**config.mk**
```make
export PLATFORM = sky130hd
export DESIGN_NAME = mem_access_ctrl
export DESIGN_NICKNAME = d
export VERILOG_FILES = /design/src/rtl/rv64_pkg.sv /design/src/rtl/load_align.sv /design/src/rtl/mem_access_ctrl.sv
export SDC_FILE = /design/constraint.sdc
export NUM_CORES = 1
export LEC_CHECK = 0
export CORE_MARGIN = 2
export CORE_UTILIZATION = 30
export CTS_BUF_LIST = sky130_fd_sc_hd__clkbuf_4
export DETAILED_ROUTE_END_ITERATION = 10
export PLACE_DENSITY = 0.55
export SYNTH_ARGS = -nofsm -noshare
export SYNTH_HDL_FRONTEND = slang
export SYNTH_SLANG_ARGS = --single-unit
```
**constraint.sdc**
```tcl
create_clock -name clk -period 3.07 [get_ports clk]
set_clock_uncertainty 0.15 [all_clocks]
set_input_delay 0.614 -clock clk [delete_from_list [all_inputs] [get_ports clk]]
set_output_delay 0.614 -clock clk [all_outputs]
set_load 0.1 [all_outputs]
```
**src/rtl/rv64_pkg.sv**
```systemverilog
// rtl/rv64_pkg.sv - shared MEM-stage types, funct3 codes, fault causes and lane helpers
package rv64_pkg;

  typedef enum logic [1:0] {
    IDLE = 2'd0,
    REQ  = 2'd1,
    WAIT = 2'd2
  } mem_state_e;

  localparam logic [2:0] F3_LB  = 3'b000;
  localparam logic [2:0] F3_LH  = 3'b001;
  localparam logic [2:0] F3_LW  = 3'b010;
  localparam logic [2:0] F3_LD  = 3'b011;
  localparam logic [2:0] F3_LBU = 3'b100;
  localparam logic [2:0] F3_LHU = 3'b101;
  localparam logic [2:0] F3_LWU = 3'b110;
  localparam logic [2:0] F3_SB  = 3'b000;
  localparam logic [2:0] F3_SH  = 3'b001;
  localparam logic [2:0] F3_SW  = 3'b010;
  localparam logic [2:0] F3_SD  = 3'b011;

  localparam logic [1:0] CAUSE_NONE     = 2'b00;
  localparam logic [1:0] CAUSE_MISALIGN = 2'b01;
  localparam logic [1:0] CAUSE_TIMEOUT  = 2'b10;

  // Access size is always funct3[1:0]: 0=B, 1=H, 2=W, 3=D.
  function automatic logic is_misaligned(input logic [1:0] size, input logic [2:0] off);
    case (size)
      2'd0:    return 1'b0;
      2'd1:    return off[0];
      2'd2:    return |off[1:0];
      default: return |off;
    endcase
  endfunction

  function automatic logic [7:0] byte_enable(input logic [1:0] size, input logic [2:0] off);
    case (size)
      2'd0:    return 8'h01 << off;
      2'd1:    return 8'h03 << off;
      2'd2:    return 8'h0F << off;
      default: return 8'hFF;
    endcase
  endfunction

  function automatic logic [63:0] store_lanes(input logic [1:0] size, input logic [63:0] data);
    case (size)
      2'd0:    return {8{data[7:0]}};
      2'd1:    return {4{data[15:0]}};
      2'd2:    return {2{data[31:0]}};
      default: return data;
    endcase
  endfunction

endpackage

```
**src/rtl/load_align.sv**
```systemverilog
// rtl/load_align.sv - shifts the read doubleword to the accessed byte and extends it
module load_align
  import rv64_pkg::*;
(
  input  logic [63:0] rdata,
  input  logic [2:0]  offset,
  input  logic [2:0]  funct3,
  output logic [63:0] data
);

  logic [63:0] shifted;

  always_comb begin
    shifted = rdata >> {offset, 3'b000};
    case (funct3)
      F3_LB:   data = {{56{shifted[7]}}, shifted[7:0]};
      F3_LH:   data = {{48{shifted[15]}}, shifted[15:0]};
      F3_LW:   data = {{32{shifted[31]}}, shifted[31:0]};
      F3_LBU:  data = {56'd0, shifted[7:0]};
      F3_LHU:  data = {48'd0, shifted[15:0]};
      F3_LWU:  data = {32'd0, shifted[31:0]};
      default: data = shifted;
    endcase
  end

endmodule

```
**src/rtl/mem_access_ctrl.sv**
```systemverilog
// rtl/mem_access_ctrl.sv - MEM stage sequencer: bus handshake, pipeline stall, MEM/WB register
module mem_access_ctrl
  import rv64_pkg::*;
#(
  parameter int XLEN           = 64,
  parameter int TIMEOUT_CYCLES = 256
) (
  input  logic            clk,
  input  logic            rst_n,
  input  logic            ex_valid_i,
  input  logic            ex_mem_read_i,
  input  logic            ex_mem_write_i,
  input  logic [2:0]      ex_funct3_i,
  input  logic [XLEN-1:0] ex_alu_result_i,
  input  logic [XLEN-1:0] ex_rs2_data_i,
  input  logic [4:0]      ex_rd_addr_i,
  input  logic            ex_reg_write_i,
  output logic            req_valid_o,
  input  logic            req_ready_i,
  output logic            req_we_o,
  output logic [XLEN-1:0] req_addr_o,
  output logic [XLEN-1:0] req_wdata_o,
  output logic [7:0]      req_be_o,
  input  logic            rsp_valid_i,
  input  logic [XLEN-1:0] rsp_rdata_i,
  output logic            stall_o,
  output logic            wb_valid_o,
  output logic [XLEN-1:0] wb_data_o,
  output logic [4:0]      wb_rd_addr_o,
  output logic            wb_reg_write_o,
  output logic            fault_o,
  output logic [1:0]      fault_cause_o
);

  localparam int CW = $clog2(TIMEOUT_CYCLES + 1);

  mem_state_e      state, state_nxt;
  logic [CW-1:0]   tmo_cnt;
  logic            is_mem, misaligned, timeout_hit, stall;
  logic [XLEN-1:0] addr_q, wdata_q, load_data;
  logic [7:0]      be_q;
  logic [2:0]      f3_q;
  logic [4:0]      rd_q;
  logic            we_q, rw_q;

  assign is_mem      = ex_valid_i & (ex_mem_read_i | ex_mem_write_i);
  assign misaligned  = is_misaligned(ex_funct3_i[1:0], ex_alu_result_i[2:0]);
  // Timeout fires in the WAIT cycle that would bring the count to TIMEOUT_CYCLES.
  assign timeout_hit = (state == WAIT) & ~rsp_valid_i & (tmo_cnt == CW'(TIMEOUT_CYCLES - 1));

  assign req_valid_o = (state == REQ);
  assign req_we_o    = we_q;
  assign req_addr_o  = {addr_q[XLEN-1:3], 3'b000};
  assign req_wdata_o = wdata_q;
  assign req_be_o    = be_q;
  assign stall_o     = stall & rst_n;

  load_align u_load_align (
    .rdata  (rsp_rdata_i),
    .offset (addr_q[2:0]),
    .funct3 (f3_q),
    .data   (load_data)
  );

  always_comb begin
    state_nxt = state;
    stall     = 1'b0;
    case (state)
      IDLE: begin
        if (is_mem && !misaligned) begin
          state_nxt = REQ;
          stall     = 1'b1;
        end
      end
      REQ: begin
        stall = 1'b1;
        if (req_ready_i) state_nxt = WAIT;
      end
      WAIT: begin
        if (rsp_valid_i || timeout_hit) state_nxt = IDLE;
        else                            stall     = 1'b1;
      end
      default: state_nxt = IDLE;
    endcase
  end

  always_ff @(posedge clk or negedge rst_n) begin
    if (!rst_n) begin
      state          <= IDLE;
      tmo_cnt        <= '0;
      addr_q         <= '0;
      wdata_q        <= '0;
      be_q           <= '0;
      f3_q           <= '0;
      rd_q           <= '0;
      we_q           <= 1'b0;
      rw_q           <= 1'b0;
      wb_valid_o     <= 1'b0;
      wb_data_o      <= '0;
      wb_rd_addr_o   <= '0;
      wb_reg_write_o <= 1'b0;
      fault_o        <= 1'b0;
      fault_cause_o  <= CAUSE_NONE;
    end else begin
      state         <= state_nxt;
      wb_valid_o    <= 1'b0;
      fault_o       <= 1'b0;
      fault_cause_o <= CAUSE_NONE;
      case (state)
        IDLE: begin
          tmo_cnt <= '0;
          if (is_mem && misaligned) begin
            wb_valid_o     <= 1'b1;
            wb_data_o      <= '0;
            wb_rd_addr_o   <= ex_rd_addr_i;
            wb_reg_write_o <= 1'b0;
            fault_o        <= 1'b1;
            fault_cause_o  <= CAUSE_MISALIGN;
          end else if (is_mem) begin
            // A set mem_read wins over mem_write, so the access is a store only when read is clear.
            addr_q  <= ex_alu_result_i;
            we_q    <= ~ex_mem_read_i;
            f3_q    <= ex_funct3_i;
            wdata_q <= store_lanes(ex_funct3_i[1:0], ex_rs2_data_i);
            be_q    <= byte_enable(ex_funct3_i[1:0], ex_alu_result_i[2:0]);
            rd_q    <= ex_rd_addr_i;
            rw_q    <= ex_reg_write_i;
          end else begin
            wb_valid_o     <= ex_valid_i;
            wb_data_o      <= ex_alu_result_i;
            wb_rd_addr_o   <= ex_rd_addr_i;
            wb_reg_write_o <= ex_valid_i & ex_reg_write_i;
          end
        end
        REQ: tmo_cnt <= '0;
        WAIT: begin
          if (rsp_valid_i) begin
            wb_valid_o     <= 1'b1;
            wb_data_o      <= we_q ? '0 : load_data;
            wb_rd_addr_o   <= rd_q;
            wb_reg_write_o <= ~we_q & rw_q;
          end else if (timeout_hit) begin
            wb_valid_o     <= 1'b1;
            wb_data_o      <= '0;
            wb_rd_addr_o   <= rd_q;
            wb_reg_write_o <= 1'b0;
            fault_o        <= 1'b1;
            fault_cause_o  <= CAUSE_TIMEOUT;
          end else begin
            tmo_cnt <= tmo_cnt + CW'(1);
          end
        end
        default: ;
      endcase
    end
  end

endmodule

```
### After elaboration in Yosys (flattened, before gate mapping)

Index checks and enable logic that the tools add are counted.

| storage, ports and cells | value |
|---|---|
| register bits | 231 |
| bits of input ports | 208 |
| word-level logic and storage cells | 106 |

| operators by class | value |
|---|---|
| add/sub/neg operators | 1 |
| equal/unequal tests | 17 |
| shift-type cells | 4 |
| muxes and demuxes | 42 |
| bitwise logic cells | 11 |
| reduce and logical (&&, ||, !) cells | 16 |

Operator list:

| operator | number |
|---|---|
| 64-bit case mux with 6 select lines | 1 |
| 64-bit 2-to-1 mux | 5 |
| 64-bit case mux with 3 select lines | 1 |
| 64-bit case mux with 2 select lines | 1 |
| 64-bit by 6-bit right shift with 64-bit output | 1 |
| 8-bit case mux with 3 select lines | 1 |
| 5-bit 2-to-1 mux | 4 |
| 9-bit 2-to-1 mux | 2 |
| 9-bit case mux with 2 select lines | 1 |
| 1-bit 2-to-1 mux | 13 |
| 3-bit AND reduction | 4 |
| 2-bit 2-to-1 mux | 5 |
| 5-bit case mux with 2 select lines | 1 |
| 9-bit by 1-bit adder with 9-bit output, second input constant | 1 |
| 3-bit equality test, second input constant | 3 |
| 9-bit by 8-bit equality test with 1-bit output, second input constant | 1 |
| 1-bit by 3-bit << shifter with 8-bit output, first input constant | 1 |
| 2-bit by 3-bit << shifter with 8-bit output, first input constant | 1 |
| 4-bit by 3-bit << shifter with 8-bit output, first input constant | 1 |
| 1-bit AND | 6 |
| 2-bit inequality test, second input constant | 3 |
| 3-bit inequality test, second input constant | 2 |
| 1-bit case mux with 2 select lines | 3 |
| 1-bit case mux with 3 select lines | 2 |
| other kinds (17) | 27 |

### Longest topological paths before layout

| depth | value |
|---|---|
| depth in word-level cells | 7 |
| mapped depth | 11 |

### Modules after synthesis

From an unflattened synthesis, not the netlist that was laid out.

| second synthesis, totals | value |
|---|---|
| cell total of the unflattened synthesis | 1,210 |
| area, all modules | 13,621.8 µm² |

Modules (own cells, without submodules):

| module | instances | cells an instance | area each (µm²) | sequential area each (µm²) |
|---|---|---|---|---|
| mem_access_ctrl | 1 | 917 | 11,283.3 | 5,780.5 |
| load_align | 1 | 293 | 2,338.5 | 0.0 |

### Least setup slack after synthesis

Ideal clock, no wire load.

| path | value |
|---|---|
| path kind | input to output |
| start point | input port ex_funct3_i[1] |
| end point | output port stall_o |
| data arrival time | 2.769 ns |
| slack | -0.463 ns |
| stages on the path | 9 |
| buffers on the path | 3 |
| path through | inv_1 > ha_1 > clkbuf_1 > or3_1 > nand3_2 > a21o_1 > buf_2 > buf_2 > and3_1 |

| between the ends | value |
|---|---|
| word-level cells in the longest chain between the ends | 7 |
| elaborated cells on any way between the ends | 9 |
| classes of those cells | 2 x eq/ne; 3 x mux; 1 x bitwise; 3 x reduce/logical |

Ends and longest elaborated chain:

| item | RTL line | source |
|---|---|---|
| from (decl) | mem_access_ctrl.sv:13 | `input logic [2:0] ex_funct3_i,` |
| 2-bit equality test (tied with other cells) | rv64_pkg.sv:28 | `case (size)` |
| 1-bit case mux with 3 select lines * | rv64_pkg.sv:28 |  |
| 1-bit zero test * | mem_access_ctrl.sv:70 | `if (is_mem && !misaligned) begin` |
| 1-bit logical AND * | mem_access_ctrl.sv:70 |  |
| 1-bit 2-to-1 mux * | mem_access_ctrl.sv:70 |  |
| 1-bit case mux with 3 select lines * | mem_access_ctrl.sv:68 | `case (state)` |
| 1-bit AND * | mem_access_ctrl.sv:56 | `assign stall_o = stall & rst_n;` |
| to (decl) | mem_access_ctrl.sv:26 | `output logic stall_o,` |

Every way passes the cells marked *; elsewhere a longest branch is shown, timed or not.

### Worst setup path after layout

| path | value |
|---|---|
| start point | register tmo_cnt[4] |
| end point | output port stall_o |

| between the ends | value |
|---|---|
| word-level cells in the longest chain between the ends | 6 |

Ends and longest elaborated chain:

| item | RTL line | source |
|---|---|---|
| from (decl) | mem_access_ctrl.sv:38 | `logic [CW-1:0] tmo_cnt;` |
| from (signal assigned) | mem_access_ctrl.sv:150 | `tmo_cnt <= tmo_cnt + CW'(1);` |
| 9-bit by 8-bit equality test with 1-bit output | mem_access_ctrl.sv:49 | `assign timeout_hit = (state == WAIT) & ~rsp_valid_i & (tmo_cnt == CW'(TIMEOUT_CYCLES - 1));` |
| 1-bit AND | mem_access_ctrl.sv:49 |  |
| 1-bit logical OR | mem_access_ctrl.sv:80 | `if (rsp_valid_i \|\| timeout_hit) state_nxt = IDLE;` |
| 1-bit 2-to-1 mux | mem_access_ctrl.sv:80 |  |
| 1-bit case mux with 3 select lines | mem_access_ctrl.sv:68 |  |
| 1-bit AND | mem_access_ctrl.sv:56 |  |

No other way between the ends.

==> flow_metrics.py <==
metrics = {
    "clocking": {
        "cts_buffers": 69,
        "clock-root-buffer": "clkbuf_4",
        "clk_pin_slew_worst_paths_ps": 60,
        "clock_sinks": 231,
        "clk_path_buf_depth": 3,
        "htree_num_levels": 3,
        "clock_latency_ps": 720,
        "cts_tree": "built",
    },
    "global_routing": {
        "grt_first_pass_wirelength_um": 71100,
        "antenna_found_initial": 7,
        "grt.overflow.total": 0,
        "grt_usage_pct": 21.7,
        "grt_start_max_net_pins": 86,
        "grt_pass1_vias": 11000,
    },
    "timing": {
        "fin_crit_sh_pct": 104,
        "fmax_mhz": 315,
        "finalSetupViolCount": 1,
        "slew_viol_final": 0,
        "min_period_ps": 3180,
        "slew_headroom_pct": 29.6,
        "rsz0062_at_grt": "true",
        "setup_ws_ps": -108,
        "hold_viol": 0,
        "worst_pin_slew_ps": 1060,
    },
    "floorplanning": {
        "die_area_sq_mm": 0.0430,
        "rows": 74,
        "die_w_um": 207,
        "initial_core_util_pct": 30.4,
        "num_io_pins": 421,
        "core_region_area_sq_mm": 0.0408,
        "dieHeight_um": 207,
    },
    "cells_and_area": {
        "stdcell_count": 2165,
        "final_area_sq_mm": 0.0175,
        "multiInputGateArea_sq_mm": 0.00575,
        "final_util_pct": 42.8,
        "drive_gt1_share_pct": 31.2,
        "regArea_sq_mm": 0.00578,
        "fillers": 4031,
        "fin_nets": 1800,
        "area.growth.synth_to_final_pct": 40.8,
    },
    "synth": {
        "synth_top_family_by_area": "compound AO/OA/AOI/OAI gates",
        "synth_top_cell_by_area": "dfrtp_1",
        "syn_inst": 1175,
        "synth-edff-count": 0,
        "synth_mux_area_share_pct": 15.8,
        "synth_common_cells": "dfrtp_1, nand2_1, buf_4, a22oi_1, o21ai_0",
        "synth_compound_area_share_pct": 18.6,
        "ys_warn_count": 0,
        "synthFlopType": "dfrtp_1",
        "synth_most_common_cell": "dfrtp_1",
        "async_reset_ff_share_pct": 100,
        "synthAdderAreaFrac_pct": 0.706,
        "synthSimpleGateAreaFrac_pct": 9.91,
        "synth_area_per_cell_sq_um": 10.6,
        "ys_ff_latch": 231,
        "synth_xor_area_share_pct": 0.494,
        "yosysTopAreaCellShare_pct": 46.6,
        "ys_top_cells_by_area": "dfrtp_1, mux2_1, mux2_2",
        "synth.distinct_cells": 63,
        "ys_seq_area_share_pct": 46.6,
        "netlist_area_sq_mm": 0.0124,
    },
    "detailed_routing": {
        "vias": 11000,
        "drtAntennaViolNets": 0,
        "wl_um": 47600,
        "wire_per_inst_um": 22.0,
        "drc": 0,
        "drt_iter0_markers": 897,
        "drt_first_pass_iters": 7,
        "via_per_inst": 5.08,
    },
    "placement": {
        "place_ws_ps": -123,
        "place_area_sq_mm": 0.0164,
        "port-buffer-count": 417,
        "dp_hpwl_um": 36200,
        "gp_congestion": 0.859,
        "place_inst": 2031,
    },
    "critical_path": {
        "r2r_end": "wb_data_o[22]",
        "worstPathRequired_ps": 2310,
        "rr_startpoint": "addr_q[1]",
        "slowest_stage": "dfrtp_1",
        "critPathKind": "flip-flop to output pin",
        "cp-end-kind": "output pin",
        "cp_max_fo": 2,
        "r2r_cells": 6,
        "worstPathCellList": "and3_4, nand3_4, nor2_4, ha_4, nor2_4, a21o_1, a21o_4, and3_4, buf_12",
        "r2r_setup_slack_ps": 410,
        "worst-endpoint-arrival_ps": 2410,
        "cp-start-kind": "flip-flop",
        "critPathMaxStageDelay_ps": 360,
    },
    "status": {
        "status": "finished with violations",
        "violations": "negative setup slack",
    },
    "hold_path": {
        "hp-class": "primary input to asynchronous set/reset pin",
    },
    "job": {
        "cap_violations": 0,
    },
}
-- per-stage QoR --
step	hold WS, ps	setup TNS [ps]
6_report	160	-108
5_1_grt	99.4	-248
3_3_place_gp	292	-177
2_1_floorplan	168	0
4_1_cts	86.0	-202
3_5_place_dp	290	-1330
-- what timing repair did --
| action | CTS | global route |
|---|---|---|
| buffers inserted | 10 | 4 |
| gates resized for setup | 6 | 5 |
| pin swaps | 4 | 5 |
| hold endpoints to repair | 100 | 0 |
| hold buffers | 1 | 0 |
| endpoints found under the setup margin | 1 | 1 |
-- sequential cells by signal, indices dropped and copies added (netlist names) --
name,flops
addr_q,64
f3_q,3
fault_cause_o,2
fault_o,1
rd_q,5
req_be_o,8
req_wdata_o,64
req_we_o,1
rw_q,1
state,2
tmo_cnt,9
wb_data_o,64
wb_rd_addr_o,5
wb_reg_write_o,1
wb_valid_o,1
-- metal layers --
| metal | share of wire, % | routed length, um | track usage, % | vias up |
|---|---|---|---|---|
| met1 | 44 | 21100 | 29.3 | 5431 |
| met5 | 0.023 | 11 | 0 | - |
| li1 | - | - | - | 5090 |
| met4 | 2.4 | 1150 | 8.00 | 2 |
| met2 | 47 | 22400 | 34.0 | 406 |
| met3 | 6.3 | 3000 | 5.08 | 65 |
-- cell usage in the layout (no fill, tap or decap), types with 4 or more instances in the layout --
cell             count
a31oi_1              8
nor2b_1              5
a22o_1               8
o221ai_1             7
nor2_1              48
clkbuf_4           100
xnor2_1              6
dfrtp_1            229
a221o_1             17
a222oi_1             7
o31ai_1              4
clkinv_1             7
o21a_1              10
o21ai_1             45
mux2_1              59
o21ai_2             30
mux4_2              15
nand3_1             29
a211o_1              9
diode_2              7
o21ai_0             63
and2_1              13
buf_12              14
nand2b_1            13
mux2i_1             37
nand2_1            124
a2bb2oi_1            6
ha_1                 5
nor3_1               6
clkdlybuf4s50_1    206
a22oi_1             63
inv_1                7
mux2_2              50
a21oi_1             47
buf_4              268
nand4_1              4
-- worst max path at each step --
stage | depth (start not counted) | start | end
6_report | 9 | tmo_cnt[4] | stall_o
5_1_grt | 9 | tmo_cnt[3] | stall_o
4_1_cts | 9 | tmo_cnt[4] | stall_o
3_5_place_dp | 8 | ex_funct3_i[1] | stall_o
3_3_place_gp | 8 | ex_funct3_i[1] | stall_o
2_1_floorplan | 9 | ex_funct3_i[1] | stall_o
-- layout make-up --
class	count	area share, %
antenna	7	0.100
clock buffer	100	4.30
clock inverter	12	0.566
inverter	7	0.150
multi-input combinational	786	32.9
sequential	231	33.1
tap	532	3.81
timing repair buffer	490	25.1
-- worst max-delay path: cells and delay by family, from the launching register on --
kind,cells,cell delay [ps]
simple gates,5,630
compound gates,2,390
flops,1,360
fa+ha+maj,1,160
buf+inv,1,160
-- kinds of logic after synthesis --
kind of cell               after synthesis
AOI/OAI and AO/OA                      340
xor gates and xnor gates                 7
adders and majority gates                7
buffers and inverters                  160
DFF                                    231
muxes                                  163
other                                    1
and+or+nand+nor                        266
Power is not shown: default switching activity piles up to over one toggle a cycle in this logic, so the estimate is an artifact.
